===== config.mk =====
export PLATFORM = sky130hd
export DESIGN_NAME = controle_exibicao
export DESIGN_NICKNAME = d
export VERILOG_FILES = /design/src/rtl/controle_exibicao.sv
export SDC_FILE = /design/constraint.sdc
export NUM_CORES = 1
export LEC_CHECK = 0
export BUFFER_PORTS_ARGS = -buffer_cell sky130_fd_sc_hd__clkbuf_2
export CORE_UTILIZATION = 51
export CTS_BUF_LIST = sky130_fd_sc_hd__clkbuf_4 sky130_fd_sc_hd__clkbuf_8
export DETAILED_ROUTE_END_ITERATION = 8
export GPL_ROUTABILITY_DRIVEN = 0
export MAX_ROUTING_LAYER = met4
export PLACE_DENSITY = 0.79
export SYNTH_ARGS = -nofsm -noshare
export SYNTH_HDL_FRONTEND = slang
export SYNTH_SLANG_ARGS = --single-unit

===== constraint.sdc =====
create_clock -name clock -period 1.5 [get_ports clock]
set_input_delay 0.225 -clock clock [delete_from_list [all_inputs] [get_ports clock]]
set_output_delay 0.225 -clock clock [all_outputs]
set_load 0.05 [all_outputs]

===== src/rtl/controle_exibicao.sv =====
`timescale 1ns/1ps
// Plays the current round's stored sequence on the LEDs: each entry lit for
// T_ACESO cycles, then blanked for T_APAGADO cycles, addresses 0..limite.
module controle_exibicao #(
  parameter int ADDR_W    = 4,
  parameter int T_ACESO   = 500,
  parameter int T_APAGADO = 250
) (
  input  logic              clock,
  input  logic              reset,
  input  logic              iniciar,
  input  logic              abortar,
  input  logic [ADDR_W-1:0] limite,
  input  logic [3:0]        dado_mem,
  output logic [ADDR_W-1:0] endereco,
  output logic [3:0]        leds,
  output logic              ocupado,
  output logic              pronto,
  output logic [3:0]        db_estado
);

  localparam int T_MAX = (T_ACESO > T_APAGADO) ? T_ACESO : T_APAGADO;
  localparam int TW    = $clog2(T_MAX) + 1;
  localparam logic [TW-1:0] FIM_ACESO   = TW'(T_ACESO - 1);
  localparam logic [TW-1:0] FIM_APAGADO = TW'(T_APAGADO - 1);

  typedef enum logic [2:0] {
    OCIOSO  = 3'd0,
    CARREGA = 3'd1,
    ACESO   = 3'd2,
    APAGADO = 3'd3,
    AVANCA  = 3'd4,
    FIM     = 3'd5
  } estado_t;

  estado_t           estado_q, estado_d;
  logic [ADDR_W-1:0] endereco_q, endereco_d;
  logic [ADDR_W-1:0] limite_q, limite_d;
  logic [3:0]        leds_q, leds_d;
  logic [TW-1:0]     timer_q, timer_d;

  always_ff @(posedge clock or posedge reset) begin
    if (reset) begin
      estado_q   <= OCIOSO;
      endereco_q <= '0;
      limite_q   <= '0;
      leds_q     <= '0;
      timer_q    <= '0;
    end else begin
      estado_q   <= estado_d;
      endereco_q <= endereco_d;
      limite_q   <= limite_d;
      leds_q     <= leds_d;
      timer_q    <= timer_d;
    end
  end

  // Handshake: iniciar is a start request honoured only in OCIOSO (ignored
  // while ocupado); pronto is a one-cycle completion strobe. abortar wins.
  always_comb begin
    estado_d   = estado_q;
    endereco_d = endereco_q;
    limite_d   = limite_q;
    leds_d     = leds_q;
    timer_d    = timer_q;
    if (abortar) begin
      estado_d = OCIOSO;
      leds_d   = '0;
      timer_d  = '0;
    end else begin
      case (estado_q)
        OCIOSO: begin
          if (iniciar) begin
            estado_d   = CARREGA;
            limite_d   = limite;
            endereco_d = '0;
            leds_d     = '0;
            timer_d    = '0;
          end
        end
        CARREGA: begin
          estado_d = ACESO;
          leds_d   = dado_mem;
          timer_d  = '0;
        end
        ACESO: begin
          if (timer_q == FIM_ACESO) begin
            estado_d = APAGADO;
            leds_d   = '0;
            timer_d  = '0;
          end else begin
            timer_d = timer_q + TW'(1);
          end
        end
        APAGADO: begin
          // Last-entry test happens before any increment, so endereco never wraps.
          if (timer_q == FIM_APAGADO) begin
            estado_d = (endereco_q == limite_q) ? FIM : AVANCA;
            timer_d  = '0;
          end else begin
            timer_d = timer_q + TW'(1);
          end
        end
        AVANCA: begin
          estado_d   = CARREGA;
          endereco_d = endereco_q + ADDR_W'(1);
          timer_d    = '0;
        end
        FIM: begin
          estado_d = OCIOSO;
          timer_d  = '0;
        end
        default: begin
          estado_d = OCIOSO;
          leds_d   = '0;
          timer_d  = '0;
        end
      endcase
    end
  end

  always_comb begin
    endereco = endereco_q;
    leds     = leds_q;
    ocupado  = (estado_q != OCIOSO);
    pronto   = (estado_q == FIM);
    case (estado_q)
      OCIOSO, CARREGA, ACESO, APAGADO, AVANCA, FIM: db_estado = {1'b0, estado_q};
      default:                                       db_estado = 4'hF;
    endcase
  end

endmodule

**Word-level counts from Yosys, hierarchy flattened**

Index checks and enable logic that the tools add are counted.

- Register bits after elaboration: 25
- Bits of input ports: 12
- Output and inout port bits: 14
- Logic and storage cells: 47

- Add/sub/neg operators: 2
- Equal/unequal tests: 13
- Multiplexer cells: 17
- Bitwise logic cells: 1
- Reductions and logical operators: 9

Operator list:

| kind | number |
|---|---|
| 10-bit two-way mux | 4 |
| 10-bit one-hot mux with 3 select lines | 1 |
| 4-bit two-way mux | 4 |
| 4-bit one-hot mux with 4 select lines | 1 |
| 3-bit one-hot mux with 5 select lines | 1 |
| 3-bit two-way mux | 4 |
| 3-bit AND reduction | 4 |
| 10-bit by 1-bit adder with 10-bit output, second input constant | 1 |
| 10-bit by 8-bit equality test with 1-bit output, second input constant | 1 |
| 10-bit by 9-bit equality test with 1-bit output, second input constant | 1 |
| 3-bit != test, second input constant | 3 |
| 4-bit one-hot mux with 2 select lines | 1 |
| 3-bit by 2-bit equality test with 1-bit output, second input constant | 2 |
| 3-bit equality test, second input constant | 2 |
| 6-bit OR reduction | 1 |
| 4-bit by 1-bit adder with 4-bit output, second input constant | 1 |
| 4-bit equality test | 1 |
| 3-bit by 1-bit equality test with 1-bit output, second input constant | 1 |
| 3-bit zero test | 1 |
| 3-bit nonzero test | 1 |
| 3-bit OR reduction | 1 |
| 2-bit by 1-bit != test with 1-bit output, second input constant | 1 |
| 2-bit != test, second input constant | 1 |
| 2-bit nonzero test | 1 |
| 2 further kinds | 2 |

**Depth between registers and ports, before layout**

Gate-level depths: netlist of run 1.

- Depth after elaboration: 5
- Depth in mapped cells: 7
- Depth with buffers taken out: 6

**Least setup slack after synthesis of run 1**

Ideal clock, no wire load.

- Path kind: register -> output
- From: register estado_q[2]
- To: output db_estado[0]
- Arrival: 1487 ps
- Data required time: 1275 ps
- Slack: -212 ps
- Cell stages (with the launch flop): 4
- Path buffers: 1
- Cells stage by stage: dfrtp_1 > clkbuf_1 > and2_1 > or2_2

- Cells in the longest elaborated chain, start to end: 3
- Elaborated cells on any way between the ends: 8
- Those cells by class: eq/ne: 5; mux: 1; reduce/logical: 2

Ends and longest elaborated chain:

| item | line | text |
|---|---|---|
| from (decl) | 36 | `estado_t estado_q, estado_d;` |
| from (signal assigned) | 50 | `estado_q <= estado_d;` |
| 3-bit equality test (tied with other cells) | 127 | `case (estado_q)` |
| 6-bit OR reduction (*) | 127 |  |
| 4-bit two-way mux (*) | 127 |  |
| to (decl) | 19 | `output logic [3:0] db_estado` |

Every way passes the cells marked *; elsewhere a longest branch is shown, timed or not.

**Final worst setup path of run 1**

- From: register estado_q[2]
- To: output ocupado

- Cells in the longest elaborated chain, start to end: 1

Ends and longest elaborated chain:

| item | line | text |
|---|---|---|
| 3-bit nonzero test | 125 | `ocupado = (estado_q != OCIOSO);` |
| to (decl) | 17 | `output logic ocupado,` |

Every way passes these cells.

==> qor.txt, run 1 <==
CP top delay family: flip-flops
Htree depth: 1
Final hold slack: 0.0927 ns
VDD IR max: 0.00116 V
Die Y: 55.0 um
Vias per cell: 6.49
Final hold vios: 0
Combinational share of power: 51.9%
#FFs+latches synth: 25
Residual DRC: 0
Post-route cell area: 2150 sq um
MaxCap Viol Count: 0
Power consumption: 2.57 mW
Sequential fraction of the synthesis area: 43.6%
Syn Area/Cell: 9.89 sq um
Post-synth top cells: dfrtp_1, nand2_1, a22o_1, a31oi_1, o21ai_0
Pre-Repair DR Iteration Count: 5
Setup_tns: -3.46 ns
Mapped Cells: 145
Ant. Diodes: 0
WS Path Type: reg -> out
Vias: 1524
Num rows: 18
Rel. slew slack: 78.4%
Clock power share: 13.2%
Crit-path cells: buf_6 -> or3_4 -> buf_8
Clock latency at the later pin of the worst-skew pair: 0.34 ns
Layout Nets: 221
Routed WL: 5.05 mm
WP buf/inv: 2
Root Buffer: clkbuf_4
Sw Ratio: 41.4%
CP max stage delay: 0.46 ns
Layout cell share with drive strength beyond 1: 53.7%
Slew Viols, Final: 0
Setup Skew: 0.0107 ns
CTS tree: built
Min cycle time layout: 1.70 ns
Placed cell areas: 1720 sq um
Port bufs: 25
GR Overflow Total: 0
Core Region: 2570 sq um
Largest cells by area after synthesis: dfrtp_1, a22o_1, nand2_1
Yosys top cell by area: dfrtp_1
Post-DP HPWL: 2.59 mm
Leakage power: 1.01 nW
Post-DRT Antenna Nets: 0
Period utilization: 114%
Top-level port count: 26
Post-layout util: 83.6%
Largest net degree at the start of global routing: 26
Ys async rst share: 100%
Cell Pwr Density: 1200 nW/um^2
Synth cell types: 43
Setup crit end kind: primary output
1st-iter DRT viols: 81
Global-route wire length before repair: 6.61 mm
Worst-path clk slew: 0.15 ns
Sequential power share: 34.9%
Final WS setup: -0.203 ns
Vias in the first global route: 1336
Synthesized area: 1430 sq um
Met1 WL: 1.98 mm
RSZ-0062 raised after global routing: true
Yosys warnings: 0
CTS Buffer Depth: 2
Max FO, Critical Path: 4
Psw: 1.06 mW
Layout area overhead: 49.7%
Syn nets: 160
Predominant post-synthesis flop cell: dfrtp_1
CP required: 1.27 ns
Most frequent cell after synthesis: dfrtp_1
Num CTS Buffers: 3
Die area: 3030 sq um
CP max stage cell: dfrtp_1
Drt wl/cell: 21.5 um
Hold Crit Class: in -> reg
Antenna violations before repair: 0
Status: finished, violations left
Total track usage: 32.4%
Met2 WL post-DR: 2.50 mm
Setup violations, final: 27
Failing checks: negative setup slack
Crit path launch type: flip-flop
EDFF count, synth: 0
WL met3: 481 um
Synth top area share: 43.6%
Die Span X: 55.0 um
Max Used Layer: met4
Initial core utilization: 55.8%
Internal power: 1.51 mW
Worst-margin pin slew: 0.324 ns
Worst path arrival time: 1.48 ns
Clock sink total: 25
Max Fclk: 587 MHz
layer usage:
layer / vias up / GRT usage, %
li1: 654 / -
met1: 751 / 44.7
met2: 104 / 49.2
met3: 15 / 5.74
met4: 0 / 8.33
met5: - / -
worst register-to-register path: stages, from the launching register on:
cell      delay [ns]
dfrtp_1         0.44
buf_6           0.14
buf_4           0.14
nor3_4          0.26
nand3b_1        0.25
mux2_4          0.37
repair_timing:
action,CTS,global route
gates resized for setup,33,34
pin swaps,9,15
cloned,1,0
setup endpoints to repair,20,30
buffers inserted,9,7
hold buffers,1,0
endpoints found under the hold margin,25,0
cell type report:
type	count	area, sq um
clock buffer	3	22.5
clock inverter	1	8.76
fill	122	422
inverter	6	22.5
multi-input combinational	104	903
sequential	25	629
tap	30	37.5
timing repair buffer	66	522
through the flow:
step	setup slack, ns	instances
after floorplan	-0.0266	145
after global placement	-0.140	213
after detailed placement	-0.183	213
after CTS	-0.184	228
after global routing	-0.251	235
final	-0.203	235
cell families (layout without fill, tap and decap cells):
group / after synthesis / in the layout / synth area share, %
AOI/OAI and AO/OA: 34 / 35 / 17.2
buffers and inverters: 17 / 76 / 5.67
DFF: 25 / 25 / 43.6
xor gates and xnor gates: 4 / 4 / 2.44
muxes: 5 / 5 / 3.84
adders and majority gates: 3 / 3 / 2.62
and+or+nand+nor: 57 / 57 / 24.6
registers in the layout, indices dropped and copies added, names as in the netlist:
| register | flops |
|---|---|
| timer_q | 10 |
| endereco | 4 |
| leds | 4 |
| limite_q | 4 |
| estado_q | 3 |
power by group through the flow:
stage          logic [mW]  clock network, mW  registers, mW
5_1_grt              1.39              0.367          0.904
4_1_cts              1.02              0.338          0.874
2_1_floorplan       0.598                  0          0.929
6_report             1.33              0.339          0.898
3_5_place_dp        0.876                  0          0.900
3_3_place_gp        0.835                  0          0.884
cells in the final DEF, fill, tap and decap left out, types with 4 or more instances in the layout:
master,instances
buf_4,32
inv_1,5
nand2_1,11
dfrtp_1,22
buf_6,9
a31oi_1,6
xor2_1,4
nand3_1,5
clkbuf_2,20
a22o_1,8
nand3b_1,4
final timing paths:
kind	start	end	slack (ns)	depth (start not counted)
min reg2reg	leds[0]$_DFFE_PP0P_	leds[0]$_DFFE_PP0P_	0.52	1
max	estado_q[2]$_DFFE_PP0P_	ocupado	-0.20	3
min	dado_mem[1]	leds[1]$_DFFE_PP0P_	0.09	2
max in group asynchronous	reset	estado_q[0]$_DFFE_PP0P_	0.78	4
max reg2reg	estado_q[1]$_DFFE_PP0P_	limite_q[1]$_DFFE_PP0P_	-0.20	5
min in group asynchronous	reset	limite_q[0]$_DFFE_PP0P_	0.44	4
Note: power is estimated with default switching activity, not from simulation.
==> run 2: changes to the inputs <==
Settings changed: CORE_MARGIN set to 2, CORE_UTILIZATION 51 to 61, PLACE_DENSITY 0.79 to 0.88.
Clock period 1.5 ns to 2.05 ns, I/O delays scaled along.
==> run 2 against run 1 <==
Against the previous run:
- the run now ends clean
- sequential share of layout area is 9.6 points higher
- sequential power is 26% lower
- worst setup slack better by 0.34 ns
- first-iteration DRC count is 68% lower
- non-clock buffer count down 36
- flip-flop and latch count stayed put
- cell area decreased by 25%
- global-route usage down 6.5 points
- clock power fell by 33%
- wire length fell by 40%
- power down 44%
- die area fell by 9.0%
- largest cell class unchanged
- largest power group is now sequential cells
==> qor.txt, run 2 (same netlist as run 1, synthesis figures left out) <==
Setup crit end kind: primary output
Status: finished clean
Filler cells: 161
Pre-Repair DR Iteration Count: 4
Setup Buffers After CTS: 0
Post-DP HPWL: 2.11 mm
Initial core utilization: 64.8%
Period utilization: 93.1%
WS Path Type: reg -> out
Cell Pwr Density: 903 nW/um^2
RSZ-0062 raised after global routing: false
Num rows: 17
Post-DRT Antenna Nets: 0
Residual DRC: 0
Drt wl/cell: 15.3 um
Worst path arrival time: 1.60 ns
GR Overflow Total: 0
Setup violations, final: 0
Crit path launch type: flip-flop
Reg2Reg Depth: 5
Rel. slew slack: 70.1%
VDD IR max: 0.000763 V
CTS Buffer Depth: 2
Layout cell share with drive strength beyond 1: 27.4%
Ant. Diodes: 0
Slew Viols, Final: 0
Top-level port count: 26
Port bufs: 25
Layout area overhead: 12.0%
Biggest register: timer_q
Num CTS Buffers: 3
Total track usage: 25.9%
Max Used Layer: met4
Die Y: 52.5 um
Critical R2R Capture: timer_q[0]$_DFFE_PP0P_
Setup Skew: 0.00428 ns
Post-layout util: 72.6%
Core Region: 2210 sq um
Hold path start: dado_mem[3]
Setup_tns: 0 ns
Final hold vios: 0
Vias: 1223
1st-iter DRT viols: 26
Met2 WL post-DR: 1.43 mm
Vias per cell: 6.24
Vias in the first global route: 1121
Clock sink total: 25
Htree depth: 1
WL met3: 170 um
Die Span X: 52.5 um
Layout Nets: 184
Root Buffer: clkbuf_4
Routed WL: 3.01 mm
MaxCap Viol Count: 0
Largest net degree at the start of global routing: 26
Clock latency at the later pin of the worst-skew pair: 0.31 ns
Antenna violations before repair: 0
WHS Path Cells: 2
Max FO, Critical Path: 15
Worst R2R Setup Slack: 0.26 ns
Die area: 2750 sq um
Hold Crit Class: in -> reg
Max reg flops: 10
Met1 WL: 1.37 mm
Worst-margin pin slew: 0.443 ns
Hold Path Sink: leds[3]$_DFFE_PP0P_
Max Fclk: 524 MHz
CP required: 1.74 ns
Worst-path clk slew: 0.13 ns
Min cycle time layout: 1.91 ns
Leakage power: 0.788 nW
CTS tree: built
Commonest non-fill, non-tap cells in the layout: dfrtp_1, clkbuf_2, nand2_1
Critical R2R Launch: timer_q[0]$_DFFE_PP0P_
Global-route wire length before repair: 5.06 mm
[run 2: layout make-up]
| cell class | count | area [sq um] | share of cell area, % |
|---|---|---|---|
| Clock buffer | 4 | 30.0 | 1.87 |
| Inverter | 6 | 22.5 | 1.40 |
| Multi-Input combinational cell | 103 | 727 | 45.3 |
| Sequential cell | 25 | 626 | 39.0 |
| Tap cell | 28 | 35.0 | 2.18 |
| Timing Repair Buffer | 30 | 165 | 10.3 |
[run 2: worst max-delay path by stage]
stage                       startpoint                   to  cells past startpoint
2_1_floorplan  estado_q[2]$_DFFE_PP0P_         db_estado[0]                      3
3_3_place_gp   estado_q[0]$_DFFE_PP0P_  leds[1]$_DFFE_PP0P_                      4
3_5_place_dp   estado_q[0]$_DFFE_PP0P_  leds[3]$_DFFE_PP0P_                      4
4_1_cts        estado_q[2]$_DFFE_PP0P_         db_estado[0]                      3
5_1_grt        estado_q[2]$_DFFE_PP0P_         db_estado[0]                      3
6_report       estado_q[2]$_DFFE_PP0P_         db_estado[0]                      3
[run 2: per-layer routing]
layer  track usage, %  up-vias
li1                 -      580
met1             35.6      589
met2             39.4       50
met3             3.43        4
met4             9.83        0
met5                -        -
[run 2: what timing repair did]
item                      CTS  global route
hold endpoints to repair   19             0
hold buffers                1             0
gates resized for setup     0             0
[run 2: worst max-delay path, stage by stage, from the launching register on]
cell	delay [ns]
dfrtp_1	0.55
and2_1	0.24
or2_2	0.27
clkbuf_2	0.23
[run 2: stage by stage]
stage / instances / area (sq um) / total power, mW / hold slack, ns / setup WS (ns)
floorplan: 145 / 1430 / 1.10 / 0.335 / 0.255
global placement: 191 / 1570 / 1.20 / 0.347 / 0.325
detailed placement: 191 / 1570 / 1.22 / 0.347 / 0.285
CTS: 196 / 1610 / 1.45 / 0.202 / 0.127
global route: 196 / 1610 / 1.54 / 0.187 / 0.0548
finish: 196 / 1610 / 1.45 / 0.205 / 0.141
[run 2: report_power, final]
group	internal (mW)	switching [mW]
clock	0.0893	0.139
sequential	0.573	0.0923
combinational	0.205	0.352
==> run 3: changes to the inputs <==
Settings changed: CORE_UTILIZATION 61 to 35, PLACE_DENSITY 0.88 to 0.56.
==> run 3 against run 2 <==
Against the previous run:
- first-iteration DRC count increased by 27%
- wire length up 7.3%
- combinational power about the same
- die area rose by 68%
- flip-flop and latch count is the same
- non-clock buffer count shrank 1
- power is 6.5% higher
- count of clock-buffer cells in the layout unchanged
==> qor.txt, run 3 (same netlist as run 1, synthesis figures left out) <==
Status: finished clean
Rel. slew slack: 69.9%
CP required: 1.74 ns
MaxCap Viol Count: 0
Post-layout util: 41.3%
Num rows: 23
VDD IR max: 0.000477 V
Pre-Repair DR Iteration Count: 4
Die area: 4620 sq um
CTS tree: built
Hold Crit Class: in -> async
Largest net degree at the start of global routing: 26
Setup Skew: 0.00664 ns
Max Fclk: 536 MHz
Reg2Reg Depth: 5
Sw Ratio: 39.8%
CTS Buffer Depth: 2
Initial core utilization: 36.1%
Worst R2R Setup Slack: 0.25 ns
CP endpoint: db_estado[0]
Post-DRT Antenna Nets: 0
Vias in the first global route: 1166
Combinational share of power: 36.1%
Max FO, Critical Path: 15
Htree depth: 1
Leakage power: 0.791 nW
Clock power share: 20.5%
Clock latency at the later pin of the worst-skew pair: 0.27 ns
Fin cells: 217
Final hold vios: 0
Antenna violations before repair: 0
GR Overflow Total: 0
Max reg flops: 10
Worst-margin pin slew: 0.450 ns
Min cycle time layout: 1.86 ns
Filler cells: 404
Sequential power share: 43.4%
Register Area: 626 sq um
Critical R2R Launch: timer_q[0]$_DFFE_PP0P_
Worst path arrival time: 1.56 ns
Layout area overhead: 14.5%
Vias per cell: 5.44
Placed cell areas: 1590 sq um
Layout cell share with drive strength beyond 1: 27.5%
RSZ-0062 raised after global routing: false
Ant. Diodes: 0
Pre-CTS setup slack: 0.283 ns
Period utilization: 91.0%
Cell Pwr Density: 941 nW/um^2
Setup violations, final: 0
Total track usage: 16.1%
1st-iter DRT viols: 33
Final WS setup: 0.185 ns
Port bufs: 25
Die Span X: 68.0 um
Global-route wire length before repair: 5.49 mm
Residual DRC: 0
Commonest non-fill, non-tap cells in the layout: dfrtp_1, clkbuf_2, nand2_1
Vias: 1180
Core Region: 3970 sq um
Setup Buffers After CTS: 0
Num CTS Buffers: 3
Setup crit end kind: primary output
Internal power: 0.930 mW
Critical path origin: estado_q[2]$_DFFE_PP0P_
Post-DP HPWL: 2.36 mm
Die Y: 68.0 um
Routed WL: 3.23 mm
Critical R2R Capture: timer_q[3]$_DFFE_PP0P_
Final hold slack: 0.0563 ns
Root Buffer: clkbuf_8
Resized cells post-CTS: 0
Layout Nets: 183
Drt wl/cell: 14.9 um
Setup_tns: 0 ns
WS Path Type: reg -> out
Area of the multi-input gates: 727 sq um
Crit path launch type: flip-flop
Top-level port count: 26
Biggest register: timer_q
Worst-path clk slew: 0.09 ns
CTS Hold Buffers Added: 0
Clock sink total: 25
Post-route cell area: 1640 sq um
Placed cells: 213
Psw: 0.615 mW
Slew Viols, Final: 0
Power consumption: 1.54 mW
-- run 3: cell count changes in the layout (fill, tap and decap cells not counted), sizes merged --
cell         previous run  this run
dlygate4sd3             1         0
-- run 3: worst min-delay path by stage --
stage	cells after the start	end	from	slack (ns)
after floorplan	1	endereco[0]$_DFFE_PP0P_	reset	0.33
after global placement	3	limite_q[3]$_DFFE_PP0P_	reset	0.36
after detailed placement	3	limite_q[0]$_DFFE_PP0P_	reset	0.37
after CTS	3	limite_q[0]$_DFFE_PP0P_	reset	0.07
after global routing	3	limite_q[0]$_DFFE_PP0P_	reset	0.11
final	3	leds[0]$_DFFE_PP0P_	reset	0.06
-- run 3: routing by layer --
layer	part of all wire (%)	GRT usage [%]	vias up
met5	0	-	-
met4	1.4	5.25	0
met3	3.8	2.63	5
met2	48	25.4	26
met1	47	21.2	573
li1	-	-	576
-- run 3: power by group through the flow --
stage          clock (mW)  combinational, mW  sequential [mW]
2_1_floorplan           0              0.426            0.677
3_3_place_gp            0              0.549            0.672
3_5_place_dp            0              0.563            0.678
4_1_cts             0.323              0.564            0.669
5_1_grt             0.343              0.598            0.682
6_report            0.317              0.557            0.671
-- run 3: critical path, stage by stage (launching register included) --
cell,delay [ns]
dfrtp_1,0.54
and2_1,0.24
or2_2,0.27
clkbuf_2,0.24
-- run 3: layout make-up --
cell class,instances,area share (%)
clock buffers,4,2.97
well taps,50,3.81
flip-flops and latches,25,38.1
multi-input cells,103,44.3
repair buffers,29,9.45
inverters,6,1.37
